[config.mk]
export PLATFORM = sky130hd
export DESIGN_NAME = io_arbiter_flat
export DESIGN_NICKNAME = d
export VERILOG_FILES = /design/src/rtl/io_arbiter_if.sv /design/src/rtl/io_arbiter.sv /design/src/flat_wrapper.sv
export SDC_FILE = /design/constraint.sdc
export NUM_CORES = 1
export LEC_CHECK = 0
export CAP_MARGIN = 20
export CORE_UTILIZATION = 36
export DETAILED_ROUTE_END_ITERATION = 10
export PLACE_DENSITY = 0.8
export SLEW_MARGIN = 20
export SYNTH_ARGS = -nofsm -noshare
export SYNTH_HDL_FRONTEND = slang
export SYNTH_SLANG_ARGS = --single-unit
[constraint.sdc]
create_clock -name clk -period 3 [get_ports clk]
set_input_delay 0.6 -clock clk [delete_from_list [all_inputs] [get_ports clk]]
set_output_delay 0.6 -clock clk [all_outputs]
set_load 0.05 [all_outputs]
[src/rtl/io_arbiter_if.sv]
// Signal bundle between the two bus masters, the arbiter and the shared I/O bus.
// "master" is the requester/bus-device side; "slave" is the arbiter side.
interface io_arbiter_if #(
    parameter int DATA_W = 16
);
    logic              m0_req;
    logic              m0_wr;
    logic              m0_lock;
    logic [DATA_W-1:0] m0_addr;
    logic [DATA_W-1:0] m0_wdata;
    logic              m0_gnt;
    logic              m0_rvalid;
    logic [DATA_W-1:0] m0_rdata;

    logic              m1_req;
    logic              m1_wr;
    logic              m1_lock;
    logic [DATA_W-1:0] m1_addr;
    logic [DATA_W-1:0] m1_wdata;
    logic              m1_gnt;
    logic              m1_rvalid;
    logic [DATA_W-1:0] m1_rdata;

    logic [DATA_W-1:0] io_addr;
    logic [DATA_W-1:0] io_dout;
    logic              io_rd;
    logic              io_wr;
    logic [DATA_W-1:0] io_din;

    // Handshake: a master holds mN_req and its command fields stable until it
    // sees mN_gnt; a transaction completes in the cycle mN_gnt is high. Read
    // data returns one cycle later with a single-cycle mN_rvalid pulse.
    modport master (
        output m0_req, m0_wr, m0_lock, m0_addr, m0_wdata,
        output m1_req, m1_wr, m1_lock, m1_addr, m1_wdata,
        output io_din,
        input  m0_gnt, m0_rvalid, m0_rdata,
        input  m1_gnt, m1_rvalid, m1_rdata,
        input  io_addr, io_dout, io_rd, io_wr
    );

    modport slave (
        input  m0_req, m0_wr, m0_lock, m0_addr, m0_wdata,
        input  m1_req, m1_wr, m1_lock, m1_addr, m1_wdata,
        input  io_din,
        output m0_gnt, m0_rvalid, m0_rdata,
        output m1_gnt, m1_rvalid, m1_rdata,
        output io_addr, io_dout, io_rd, io_wr
    );
endinterface

[src/rtl/io_arbiter.sv]
// Two-master arbiter for the shared 16-bit I/O bus: fixed priority to m0,
// aging override for m1, per-master bus lock with idle timeout.
module io_arbiter #(
    parameter int DATA_W   = 16,
    parameter int MAX_WAIT = 4,
    parameter int LOCK_TMO = 16
) (
    input  logic        clk,
    input  logic        reset,
    io_arbiter_if.slave bus,
    output logic        lock_err,
    output logic [1:0]  lock_state
);
    typedef enum logic [1:0] {
        FREE  = 2'd0,
        LOCK0 = 2'd1,
        LOCK1 = 2'd2
    } state_t;

    localparam int WW = $clog2(MAX_WAIT + 1);
    localparam int TW = $clog2(LOCK_TMO + 1);
    localparam logic [WW-1:0] WAIT_MAX = WW'(MAX_WAIT);
    localparam logic [TW-1:0] TMO_LAST = TW'(LOCK_TMO - 1);

    state_t            state;
    logic [WW-1:0]     wait_cnt;
    logic [TW-1:0]     tmo_cnt;
    logic              gnt0;
    logic              gnt1;
    logic              owner_req;
    logic              tmo_fire;
    logic              rvalid0;
    logic              rvalid1;
    logic [DATA_W-1:0] rdata0;
    logic [DATA_W-1:0] rdata1;

    // Grant is gated by reset so bus strobes drop the moment reset asserts.
    always_comb begin
        owner_req = (state == LOCK1) ? bus.m1_req : bus.m0_req;
        tmo_fire  = (state != FREE) && !owner_req && (tmo_cnt == TMO_LAST);
        gnt0      = 1'b0;
        gnt1      = 1'b0;
        if (!reset) begin
            case (state)
                FREE: begin
                    if (bus.m1_req && (wait_cnt >= WAIT_MAX)) gnt1 = 1'b1;
                    else if (bus.m0_req)                      gnt0 = 1'b1;
                    else if (bus.m1_req)                      gnt1 = 1'b1;
                end
                LOCK0:   gnt0 = bus.m0_req;
                LOCK1:   gnt1 = bus.m1_req;
                default: ;
            endcase
        end
    end

    always_comb begin
        bus.io_rd   = (gnt0 & ~bus.m0_wr) | (gnt1 & ~bus.m1_wr);
        bus.io_wr   = (gnt0 & bus.m0_wr) | (gnt1 & bus.m1_wr);
        bus.io_addr = '0;
        bus.io_dout = '0;
        if (gnt0) begin
            bus.io_addr = bus.m0_addr;
            bus.io_dout = bus.m0_wdata;
        end else if (gnt1) begin
            bus.io_addr = bus.m1_addr;
            bus.io_dout = bus.m1_wdata;
        end
    end

    assign bus.m0_gnt    = gnt0;
    assign bus.m1_gnt    = gnt1;
    assign bus.m0_rvalid = rvalid0;
    assign bus.m1_rvalid = rvalid1;
    assign bus.m0_rdata  = rdata0;
    assign bus.m1_rdata  = rdata1;
    assign lock_err      = tmo_fire;
    assign lock_state    = state;

    always_ff @(posedge clk or posedge reset) begin
        if (reset) begin
            rvalid0 <= 1'b0;
            rvalid1 <= 1'b0;
            rdata0  <= '0;
            rdata1  <= '0;
        end else begin
            rvalid0 <= gnt0 & ~bus.m0_wr;
            rvalid1 <= gnt1 & ~bus.m1_wr;
            if (gnt0 && !bus.m0_wr) rdata0 <= bus.io_din;
            if (gnt1 && !bus.m1_wr) rdata1 <= bus.io_din;
        end
    end

    // Aging for m1 counts while it is blocked, including while m0 holds a lock.
    always_ff @(posedge clk or posedge reset) begin
        if (reset) begin
            wait_cnt <= '0;
        end else if (!bus.m1_req || gnt1) begin
            wait_cnt <= '0;
        end else if (wait_cnt < WAIT_MAX) begin
            wait_cnt <= wait_cnt + WW'(1);
        end
    end

    // Lock FSM; tmo_cnt only counts owner-idle cycles while locked.
    always_ff @(posedge clk or posedge reset) begin
        if (reset) begin
            state   <= FREE;
            tmo_cnt <= '0;
        end else begin
            case (state)
                FREE: begin
                    tmo_cnt <= '0;
                    if (gnt0 && bus.m0_lock)      state <= LOCK0;
                    else if (gnt1 && bus.m1_lock) state <= LOCK1;
                end
                LOCK0: begin
                    if (tmo_fire || (gnt0 && !bus.m0_lock)) begin
                        state   <= FREE;
                        tmo_cnt <= '0;
                    end else if (bus.m0_req) begin
                        tmo_cnt <= '0;
                    end else begin
                        tmo_cnt <= tmo_cnt + TW'(1);
                    end
                end
                LOCK1: begin
                    if (tmo_fire || (gnt1 && !bus.m1_lock)) begin
                        state   <= FREE;
                        tmo_cnt <= '0;
                    end else if (bus.m1_req) begin
                        tmo_cnt <= '0;
                    end else begin
                        tmo_cnt <= tmo_cnt + TW'(1);
                    end
                end
                default: begin
                    state   <= FREE;
                    tmo_cnt <= '0;
                end
            endcase
        end
    end
endmodule
[src/flat_wrapper.sv]
// flat-port wrapper written by rule: the top's interface ports become plain ports
module io_arbiter_flat 
#(
    parameter int DATA_W   = 16,
    parameter int MAX_WAIT = 4,
    parameter int LOCK_TMO = 16
)
  (clk, reset, lock_err, lock_state, bus_m0_req, bus_m0_wr, bus_m0_lock, bus_m0_addr, bus_m0_wdata, bus_m1_req, bus_m1_wr, bus_m1_lock, bus_m1_addr, bus_m1_wdata, bus_io_din, bus_m0_gnt, bus_m0_rvalid, bus_m0_rdata, bus_m1_gnt, bus_m1_rvalid, bus_m1_rdata, bus_io_addr, bus_io_dout, bus_io_rd, bus_io_wr);
  io_arbiter_if #(.DATA_W(DATA_W)) bus_i ();
  input  logic clk;
  input  logic reset;
  output logic lock_err;
  output logic [1:0] lock_state;
  input wire logic [$bits(bus_i.m0_req)-1:0] bus_m0_req;
  input wire logic [$bits(bus_i.m0_wr)-1:0] bus_m0_wr;
  input wire logic [$bits(bus_i.m0_lock)-1:0] bus_m0_lock;
  input wire logic [$bits(bus_i.m0_addr)-1:0] bus_m0_addr;
  input wire logic [$bits(bus_i.m0_wdata)-1:0] bus_m0_wdata;
  input wire logic [$bits(bus_i.m1_req)-1:0] bus_m1_req;
  input wire logic [$bits(bus_i.m1_wr)-1:0] bus_m1_wr;
  input wire logic [$bits(bus_i.m1_lock)-1:0] bus_m1_lock;
  input wire logic [$bits(bus_i.m1_addr)-1:0] bus_m1_addr;
  input wire logic [$bits(bus_i.m1_wdata)-1:0] bus_m1_wdata;
  input wire logic [$bits(bus_i.io_din)-1:0] bus_io_din;
  output wire logic [$bits(bus_i.m0_gnt)-1:0] bus_m0_gnt;
  output wire logic [$bits(bus_i.m0_rvalid)-1:0] bus_m0_rvalid;
  output wire logic [$bits(bus_i.m0_rdata)-1:0] bus_m0_rdata;
  output wire logic [$bits(bus_i.m1_gnt)-1:0] bus_m1_gnt;
  output wire logic [$bits(bus_i.m1_rvalid)-1:0] bus_m1_rvalid;
  output wire logic [$bits(bus_i.m1_rdata)-1:0] bus_m1_rdata;
  output wire logic [$bits(bus_i.io_addr)-1:0] bus_io_addr;
  output wire logic [$bits(bus_i.io_dout)-1:0] bus_io_dout;
  output wire logic [$bits(bus_i.io_rd)-1:0] bus_io_rd;
  output wire logic [$bits(bus_i.io_wr)-1:0] bus_io_wr;
  assign bus_i.m0_req = bus_m0_req;
  assign bus_i.m0_wr = bus_m0_wr;
  assign bus_i.m0_lock = bus_m0_lock;
  assign bus_i.m0_addr = bus_m0_addr;
  assign bus_i.m0_wdata = bus_m0_wdata;
  assign bus_i.m1_req = bus_m1_req;
  assign bus_i.m1_wr = bus_m1_wr;
  assign bus_i.m1_lock = bus_m1_lock;
  assign bus_i.m1_addr = bus_m1_addr;
  assign bus_i.m1_wdata = bus_m1_wdata;
  assign bus_i.io_din = bus_io_din;
  assign bus_m0_gnt = bus_i.m0_gnt;
  assign bus_m0_rvalid = bus_i.m0_rvalid;
  assign bus_m0_rdata = bus_i.m0_rdata;
  assign bus_m1_gnt = bus_i.m1_gnt;
  assign bus_m1_rvalid = bus_i.m1_rvalid;
  assign bus_m1_rdata = bus_i.m1_rdata;
  assign bus_io_addr = bus_i.io_addr;
  assign bus_io_dout = bus_i.io_dout;
  assign bus_io_rd = bus_i.io_rd;
  assign bus_io_wr = bus_i.io_wr;
  io_arbiter #(.DATA_W(DATA_W), .MAX_WAIT(MAX_WAIT), .LOCK_TMO(LOCK_TMO)) u_core (.clk(clk), .reset(reset), .bus(bus_i), .lock_err(lock_err), .lock_state(lock_state));
endmodule
# Yosys cells after proc, flatten, opt, wreduce, memory -nomap -nowiden
# Cells that the tools add are included.
[totals]
regBits = 44
inputBits = 88
elab_cells = 73
[op_classes]
addsub = 2
n_lt_le_gt_ge = 2
eq_ne = 6
mux = 26
bitwise = 8
n_reduce_logical = 22
[ops]
columns = ["cell", "n"]
rows = [
  ["2-to-1 mux 16 bit", 4],
  ["2-to-1 mux 5 bit", 4],
  ["one-hot mux 5 bit (2 select lines)", 1],
  ["logical AND 1 bit", 9],
  ["2-to-1 mux 1 bit", 8],
  ["2-to-1 mux 2 bit", 4],
  ["logical NOT 1 bit", 6],
  ["2-to-1 mux 3 bit", 2],
  ["one-hot mux 2 bit (3 select lines)", 1],
  ["adder 5 x 1 -> 5 bit (second input constant)", 1],
  ["equality test 5 x 4 -> 1 bit (second input constant)", 1],
  ["AND 1 bit", 4],
  ["one-hot mux 1 bit (2 select lines)", 2],
  ["nonzero test 2 bit", 2],
  ["adder 3 x 1 -> 3 bit (second input constant)", 1],
  [">= comparator 3 bit (second input constant)", 1],
  ["logical OR 1 bit", 3],
  ["< comparator 3 bit (second input constant)", 1],
  ["inequality test 3 x 1 -> 1 bit (second input constant)", 1],
  ["AND reduction 3 bit", 1],
  ["equality test 2 x 1 -> 1 bit (second input constant)", 1],
  ["equality test 2 bit (second input constant)", 1],
  ["logical NOT 2 bit", 1],
  ["inequality test 2 x 1 -> 1 bit (second input constant)", 1],
  ["other kinds (3)", 5],
]

# Logic depth before layout (Yosys ltp)
# Gate-level depths: netlist of the first run.
[logic_depth]
ltp_word = 9
ltp_mapped = 9
ltp_nobuf = 7

# Worst setup path before layout of the first run
# OpenSTA, ideal clock, no wires.
[synth_timing]
path_type = "register to output"
start = "register u_core.state[1], in the netlist u_core.lock_state[1]"
end = "output port bus_io_dout[6]"
arrival_ns = 3.039
path_slack_ns = -0.639
path_stages_with_launch = 9
n_path_buf = 2
cell_sequence = "dfrtp_1 ha_1 nor2_1 or3_1 buf_6 clkinv_2 buf_4 nand2_1 o21ai_0"
[synth_via]
elab_chain_len = 5
[synth_lines]
columns = ["item", "line_no", "source"]
rows = [
  ["from (decl)", "io_arbiter.sv:25", "state_t state;"],
  ["from (signal assigned)", "io_arbiter.sv:108", "state <= FREE;"],
  ["from (signal assigned)", "io_arbiter.sv:114", "if (gnt0 && bus.m0_lock) state <= LOCK0;"],
  ["from (signal assigned)", "io_arbiter.sv:115", "else if (gnt1 && bus.m1_lock) state <= LOCK1;"],
  ["equality test 2 bit / logical NOT 2 bit (equally long branches)", "io_arbiter.sv:44", "case (state)"],
  ["one-hot mux 1 bit (2 select lines) (*)", "io_arbiter.sv:44", ""],
  ["2-to-1 mux 1 bit (*)", "io_arbiter.sv:43", "if (!reset) begin"],
  ["net bus_m1_gnt", "flat_wrapper.sv:28", "output wire logic [$bits(bus_i.m1_gnt)-1:0] bus_m1_gnt;"],
  ["2-to-1 mux 16 bit (*)", "io_arbiter.sv:65", "end else if (gnt1) begin"],
  ["2-to-1 mux 16 bit (*)", "io_arbiter.sv:62", "if (gnt0) begin"],
  ["to (decl)", "flat_wrapper.sv:32", "output wire logic [$bits(bus_i.io_dout)-1:0] bus_io_dout;"],
]
# Mark *: on every way through the listed nets, which the timed path passes. The rest lies on a longest branch.

# Final worst setup path of the first run
[layout_timing]
start = "input port bus_m1_req"
end = "output port bus_io_dout[8]"
[layout_via]
elab_chain_len = 7
[layout_lines]
columns = ["item", "line_no", "source"]
rows = [
  ["from (decl)", "flat_wrapper.sv:19", "input wire logic [$bits(bus_i.m1_req)-1:0] bus_m1_req;"],
  ["2-to-1 mux 1 bit", "io_arbiter.sv:48", "else if (bus.m1_req) gnt1 = 1'b1;"],
  ["2-to-1 mux 1 bit", "io_arbiter.sv:47", "else if (bus.m0_req) gnt0 = 1'b1;"],
  ["2-to-1 mux 1 bit", "io_arbiter.sv:46", "if (bus.m1_req && (wait_cnt >= WAIT_MAX)) gnt1 = 1'b1;"],
  ["one-hot mux 1 bit (2 select lines)", "io_arbiter.sv:44", ""],
  ["2-to-1 mux 1 bit", "io_arbiter.sv:43", ""],
  ["2-to-1 mux 16 bit", "io_arbiter.sv:65", ""],
  ["2-to-1 mux 16 bit (*)", "io_arbiter.sv:62", ""],
]
# Mark *: on every way between the ends. The rest lies on a longest branch, timed or not.

==> results of run 1 <==
[worst reg2reg max path: stages, from the launching register on]
cell	delay, ns
dfrtp_1	0.40
inv_1	0.11
ha_2	0.26
nor2_1	0.08
or3_4	0.41
buf_4	0.18
nor2_8	0.32
mux2_2	0.39
[logic make-up (layout without fill, tap and decap cells)]
| group | count (synthesis) | in the layout |
|---|---|---|
| simple gates | 90 | 90 |
| flops | 44 | 44 |
| xor+xnor | 3 | 3 |
| fa+ha+maj | 6 | 6 |
| mux | 34 | 34 |
| buf+inv | 24 | 193 |
| compound gates | 47 | 47 |
[area by class of cell]
type	count	area (µm²)	area share (%)
clock buffers	5	68.8	1.41
well taps	77	96.3	1.97
multi-input cells	180	1410	28.8
clock inverters	3	46.3	0.947
inverters	9	36.3	0.742
flip-flops and latches	44	1100	22.5
repair buffers	176	2130	43.6
[Yosys cell counts (all sizes together), types with 2 or more instances]
library cell,number
nor3b,2
nor2,8
buf,10
and3,2
nand3,3
o21ai,35
dfrtp,44
inv,8
mux2,33
nand2,65
clkbuf,5
o221ai,2
a31oi,2
ha,6
xnor2,2
nand2b,4
nor2b,2
[routing by layer]
| metal | vias up | share of wire (%) |
|---|---|---|
| li1 | 1184 | - |
| met1 | 1132 | 38 |
| met2 | 116 | 52 |
| met3 | 12 | 9.0 |
| met4 | 0 | 1.7 |
| met5 | - | 0 |
[worst max path at each step]
stage,end,slack [ns],cells past startpoint
floorplan,bus_io_dout[6],-0.26,8
global placement,bus_io_addr[0],0.12,8
detailed placement,bus_io_addr[0],0.07,8
CTS,bus_io_addr[0],0.05,9
global route,bus_io_dout[3],0.01,8
finish,bus_io_dout[8],0.11,7
[flip-flops by register name, indices dropped and copies added (netlist names)]
name / count
u_core.bus.m0_rdata: 16
u_core.bus.m1_rdata: 16
u_core.bus.m1_rvalid: 1
u_core.bus.m0_rvalid: 1
u_core.lock_state: 2
u_core.tmo_cnt: 5
u_core.wait_cnt: 3
[stage by stage]
| step | hold WS, ns | cells | util (%) | setup TNS, ns |
|---|---|---|---|---|
| after global placement | 0.447 | 486 | 73.5 | 0 |
| after detailed placement | 0.472 | 486 | 73.5 | 0 |
| after global routing | 0.489 | 494 | 75.7 | 0 |
| after floorplan | 0.433 | 248 | - | -0.990 |
| after CTS | 0.484 | 494 | 75.3 | 0 |
| final | 0.478 | 494 | 75.7 | 0 |
[where the power goes]
part	internal (µW)	switching (µW)	total, µW
Clock	251	210	461
Combinational	1190	1650	2850
Sequential	829	135	965
Total	2270	2000	4270
==> results.sh, run 1 <==
export IMPL_dp_hpwl_um=6240
export IMPL_ys_async_sr_fraction_pct=100
export IMPL_startpoint="bus_m1_req"
export IMPL_final_cell_mix="123 x clkdlybuf4s50_1, 65 x nand2_1, 44 x dfrtp_1, 40 x buf_12, 23 x o21ai_2"
export IMPL_syn_nets=342
export IMPL_clock_path_buffers=2
export IMPL_synth_xor_xnor_area_share_pct=1.07
export IMPL_ctsResizeCount=0
export IMPL_num_vias=2444
export IMPL_slowest_stage="clkdlybuf4s50_1"
export IMPL_antenna_left=0
export IMPL_drt_wl_total_um=7650
export IMPL_firstDrtPassIters=7
export IMPL_synthAdderAreaFrac_pct=3.05
export IMPL_hold_start="u_core.tmo_cnt[0]"
export IMPL_period_needed_ns=2.89
export IMPL_hold_path_end="u_core.tmo_cnt[0]"
export IMPL_synth_cell_types=38
export IMPL_clk_latency_ns=0.29
export IMPL_synth_compound_area_share_pct=11.0
export IMPL_core_um2=6460
export IMPL_critical_path_peak_fanout=25
export IMPL_syn_area_per_cell_um2=9.91
export IMPL_syn_area_um2=2460
export IMPL_area_delta_synth_final_pct=98.9
export IMPL_ff2ff_setup_slack_ns=0.75
export IMPL_synth_edff_count=0
export IMPL_tightest_slew_ns=0.527
export IMPL_skew_ns=0.00487
export IMPL_power_per_cell_area_nw_per_um2=873
export IMPL_drc_errors=15
export IMPL_path_clk_slew_ns=0.08
export IMPL_holdPathStages=1
export IMPL_placed_area_um2=4750
export IMPL_reg2reg_to="u_core.bus.m1_rdata[14]"
export IMPL_worstRegToRegCells=7
export IMPL_clkSinkCount=44
export IMPL_grt_overflow_total=0
export IMPL_rsz0062_at_grt="no"
export IMPL_syn_inst=248
export IMPL_cts_hold_buffers_added=0
export IMPL_post_place_ws_ns=0.0667
export IMPL_die_area_um2=7160
export IMPL_nNetsFinal=510
export IMPL_crit_chain="clkdlybuf4s50_1 -> a21bo_2 -> a21oi_4 -> buf_12 -> buf_4 -> o21ai_4 -> buf_12"
export IMPL_critPathMostFrequentCell="buf_12"
export IMPL_nFillCells=426
export IMPL_hp_class="register to register"
export IMPL_max_freq_mhz=346
export IMPL_antenna_found_initial=0
export IMPL_cts_setup_buffers=0
export IMPL_routedWlPerCell_um=15.5
export IMPL_cap_violations=0
export IMPL_cts_buffers_inserted=5
export IMPL_drt_iter0_markers=109
export IMPL_ys_flop_type="dfrtp_1"
export IMPL_routed_via_density=4.95
export IMPL_grt_max_degree=45
export IMPL_start_util_pct=38.1
export IMPL_final_cell_area_um2=4890
export IMPL_grt_pass1_wl_um=12200
export IMPL_required_ns=2.40
export IMPL_port_buffers=160
export IMPL_rows=29
export IMPL_worst_setup_path_type="input port to primary output"
export IMPL_power_uw=4270
export IMPL_crit_buf_inv=4
export IMPL_p_leak_uw=0.00204
export IMPL_synth_top_area_cell="dfrtp_1"
export IMPL_grt_use_met2_pct=40.0
export IMPL_maxSlewHeadroom_pct=64.5
export IMPL_antenna_cells=0
export IMPL_synthTopCellsByArea="dfrtp_1 45%, mux2_4 10%, nand2_1 9.9%"
export IMPL_crit_path_max_incr_delay_ns=0.50
export IMPL_use_met3_pct=5.21
export IMPL_failed_checks="design-rule violations"
export IMPL_top_usage_layer="met2"
export IMPL_critPathLaunchType="input port"
export IMPL_grtUsageMet1_pct=24.5
export IMPL_period_share_pct=96.3
export IMPL_status="finished with violations"
export IMPL_worstReg2RegStart="u_core.lock_state[0]"
export IMPL_die_h_um=84.6
export IMPL_die_w_um=84.6
export IMPL_ys_seq_area_share_pct=44.8
export IMPL_ys_ff_latch=44
export IMPL_slew_violations=0
export IMPL_layout_commonest_cell="clkdlybuf4s50_1"
export IMPL_synthSimpleGateAreaFrac_pct=16.3
export IMPL_num_io_pins=161
export IMPL_synth_top_cell_area_share_pct=44.8
export IMPL_setup_viol=0
export IMPL_globalRouteTotalUtil_pct=21.6
export IMPL_ir_worst_vdd_mv=0.837
export IMPL_finalHoldViolations=0
export IMPL_critPathCaptureType="primary output"
export IMPL_synth_top_family_by_area="multiplexers"
export IMPL_cts_htree_levels=2
export IMPL_cp_top_family="buffers and inverters"
export IMPL_cts_tree="built"
export IMPL_ys_warn_count=0
export IMPL_arrival_ns=2.29
export IMPL_cts_root_buf="clkbuf_8"
export IMPL_synthMuxAreaShare_pct=18.1
export IMPL_worst_slack_ns=0.111
export IMPL_gp_congestion=0.878
export IMPL_drive_above_1_share_pct=31.9
export IMPL_grt_pass1_vias=2566
No activity file was read; power rests on OpenSTA's default activity.
==> run 2, diff against run 1 <==
--- a/config.mk
+++ b/config.mk
@@ -5,7 +5,6 @@
 export SDC_FILE = /design/constraint.sdc
 export NUM_CORES = 1
 export LEC_CHECK = 0
-export CAP_MARGIN = 20
 export CORE_UTILIZATION = 36
 export DETAILED_ROUTE_END_ITERATION = 10
 export PLACE_DENSITY = 0.8
==> results of run 2 <==
No change in the layout: final DEF, timing and power equal those of run 1.
==> run 3, diff against run 2 <==
--- a/config.mk
+++ b/config.mk
@@ -5,6 +5,7 @@
 export SDC_FILE = /design/constraint.sdc
 export NUM_CORES = 1
 export LEC_CHECK = 0
+export CORE_ASPECT_RATIO = 0.75
 export CORE_UTILIZATION = 36
 export DETAILED_ROUTE_END_ITERATION = 10
 export PLACE_DENSITY = 0.8
==> run 3 against run 2 <==
Effect of this change:
- worst hold slack worse by 0.0069 ns
- die area hardly changed
- highest routed layer unchanged
- maximum frequency decreased by 0.89%
- clock skew about the same
- global-route usage increased by 0.25 points
- the run now ends clean
- largest power group unchanged
==> results.sh, run 3 (same netlist as run 1, synthesis figures left out) <==
export IMPL_cap_violations=0
export IMPL_cts_root_buf="clkbuf_8"
export IMPL_drt_wl_total_um=7900
export IMPL_crit_chain="clkdlybuf4s50_1 -> nand2b_1 -> or3_1 -> clkinv_2 -> buf_4 -> nand2_1 -> o21ai_4 -> buf_12"
export IMPL_period_needed_ns=2.91
export IMPL_cts_buffers_inserted=5
export IMPL_cts_hold_buffers_added=0
export IMPL_area_delta_synth_final_pct=98.1
export IMPL_required_ns=2.40
export IMPL_grt_pass1_wl_um=12300
export IMPL_drc_errors=0
export IMPL_clock_path_buffers=2
export IMPL_crit_path_max_incr_delay_ns=0.50
export IMPL_num_io_pins=161
export IMPL_p_leak_uw=0.00202
export IMPL_ir_worst_vdd_mv=0.473
export IMPL_p_clk_share_pct=8.9
export IMPL_rsz0062_at_grt="yes"
export IMPL_ctsResizeCount=0
export IMPL_start_util_pct=38.2
export IMPL_routed_via_density=4.89
export IMPL_clkSinkCount=44
export IMPL_hold_path_end="u_core.tmo_cnt[0]"
export IMPL_die_w_um=97.4
export IMPL_finalHoldViolations=0
export IMPL_worst_setup_path_type="input port to primary output"
export IMPL_grt_max_degree=45
export IMPL_grt_overflow_total=0
export IMPL_hold_ws_ns=0.471
export IMPL_period_share_pct=97.2
export IMPL_holdPathStages=1
export IMPL_maxSlewHeadroom_pct=60.7
export IMPL_cts_htree_levels=2
export IMPL_antenna_cells=0
export IMPL_final_cell_mix="123 x clkdlybuf4s50_1, 65 x nand2_1, 44 x dfrtp_1, 39 x buf_12, 24 x o21ai_2"
export IMPL_internal_power_uw=2210
export IMPL_max_freq_mhz=343
export IMPL_power_switching_share_pct=47.4
export IMPL_critical_path_peak_fanout=12
export IMPL_rows=25
export IMPL_gp_congestion=0.869
export IMPL_path_clk_slew_ns=0.07
export IMPL_power_per_cell_area_nw_per_um2=864
export IMPL_dp_hpwl_um=6180
export IMPL_tightest_slew_ns=0.583
export IMPL_ff2ff_setup_slack_ns=0.74
export IMPL_globalRouteTotalUtil_pct=21.9
export IMPL_arrival_ns=2.31
export IMPL_cts_setup_buffers=0
export IMPL_critPathLaunchType="input port"
export IMPL_worstReg2RegStart="u_core.lock_state[0]"
export IMPL_grt_pass1_vias=2526
export IMPL_power_share_sequential_pct=23.2
export IMPL_drive_above_1_share_pct=30.9
export IMPL_worstRegToRegCells=7
export IMPL_setup_viol=0
export IMPL_reg2reg_to="u_core.bus.m1_rdata[9]"
export IMPL_die_area_um2=7170
export IMPL_antenna_left=0
export IMPL_nNetsFinal=507
export IMPL_routedWlPerCell_um=16.0
export IMPL_num_vias=2419
export IMPL_critPathCaptureType="primary output"
export IMPL_cts_tree="built"
export IMPL_skew_ns=0.00485
export IMPL_port_buffers=160
export IMPL_clk_latency_ns=0.29
export IMPL_drt_iter0_markers=70
export IMPL_hp_class="register to register"
export IMPL_layout_commonest_cell="clkdlybuf4s50_1"
export IMPL_hold_start="u_core.tmo_cnt[0]"
export IMPL_slowest_stage="clkdlybuf4s50_1"
export IMPL_antenna_found_initial=0
export IMPL_slew_violations=0
export IMPL_fin_setup_tns_ns=0
export IMPL_p_comb_share_pct=67.9
export IMPL_die_h_um=73.6
export IMPL_cp_top_family="buffers and inverters"
export IMPL_core_um2=6440
export IMPL_p_switching_uw=2000
export IMPL_status="complete, no violations"
export IMPL_crit_buf_inv=4
export IMPL_firstDrtPassIters=4
-- run 3: cell types whose count changed in the layout (fill, tap and decap cells not counted), sizes merged --
cell and delta:
inv -3, clkbuf +2, clkinv +4, clkinvlp -1, buf -4, bufinv -1
-- run 3: layer usage --
layer / routed length [µm] / global-route usage [%] / part of all wire (%)
met5: 0 / 0 / 0
met4: 113 / 5.23 / 1.4
met3: 405 / 4.85 / 5.1
met2: 4170 / 40.8 / 53
met1: 3210 / 26.0 / 41
-- run 3: worst max-delay path by stage --
stage	endpoint	slack [ns]	from	depth (start not counted)
global placement	bus_io_addr[0]	0.10	bus_m0_req	8
floorplan	bus_io_dout[6]	-0.26	u_core.lock_state[1]	8
finish	bus_io_dout[8]	0.09	bus_m1_req	8
global route	bus_io_dout[11]	-0.004	bus_m1_req	8
CTS	bus_io_dout[15]	0.007	u_core.lock_state[0]	9
detailed placement	bus_io_dout[15]	0.05	bus_m1_req	8
-- run 3: power groups by stage --
stage | combinational [µW] | sequential (µW) | clock, µW
2_1_floorplan | 915 | 1770 | 0
3_3_place_gp | 2780 | 966 | 0
3_5_place_dp | 2820 | 985 | 0
4_1_cts | 2830 | 976 | 389
5_1_grt | 2970 | 1010 | 412
6_report | 2860 | 977 | 374
-- run 3: cell type report --
class                           instances  area [µm²]
Sequential cell                        44        1100
Timing Repair Buffer                  173        2120
Clock buffer                            6        82.6
Fill cell                             428        1570
Inverter                                9        35.0
Clock inverter                          2        10.0
Multi-Input combinational cell        180        1420
Tap cell                               81         101
-- run 3: stage by stage --
stage	total power [µW]	instances	setup WS (ns)	util (%)	instance area [µm²]
4_1_cts	4190	494	0.00719	74.5	4800
6_report	4210	495	0.0853	75.6	4870
2_1_floorplan	2690	248	-0.264	-	2620
3_5_place_dp	3800	486	0.0533	73.1	4710
5_1_grt	4390	495	-0.00436	75.6	4870
3_3_place_gp	3750	486	0.102	73.1	4710
-- run 3: worst register-to-register path, cell delays in order, from the launching register on --
cell     delay [ns]
dfrtp_1        0.41
inv_1          0.19
ha_4           0.21
nor2_1         0.06
or3_1          0.40
buf_4          0.19
nor2_8         0.32
mux2_2         0.39
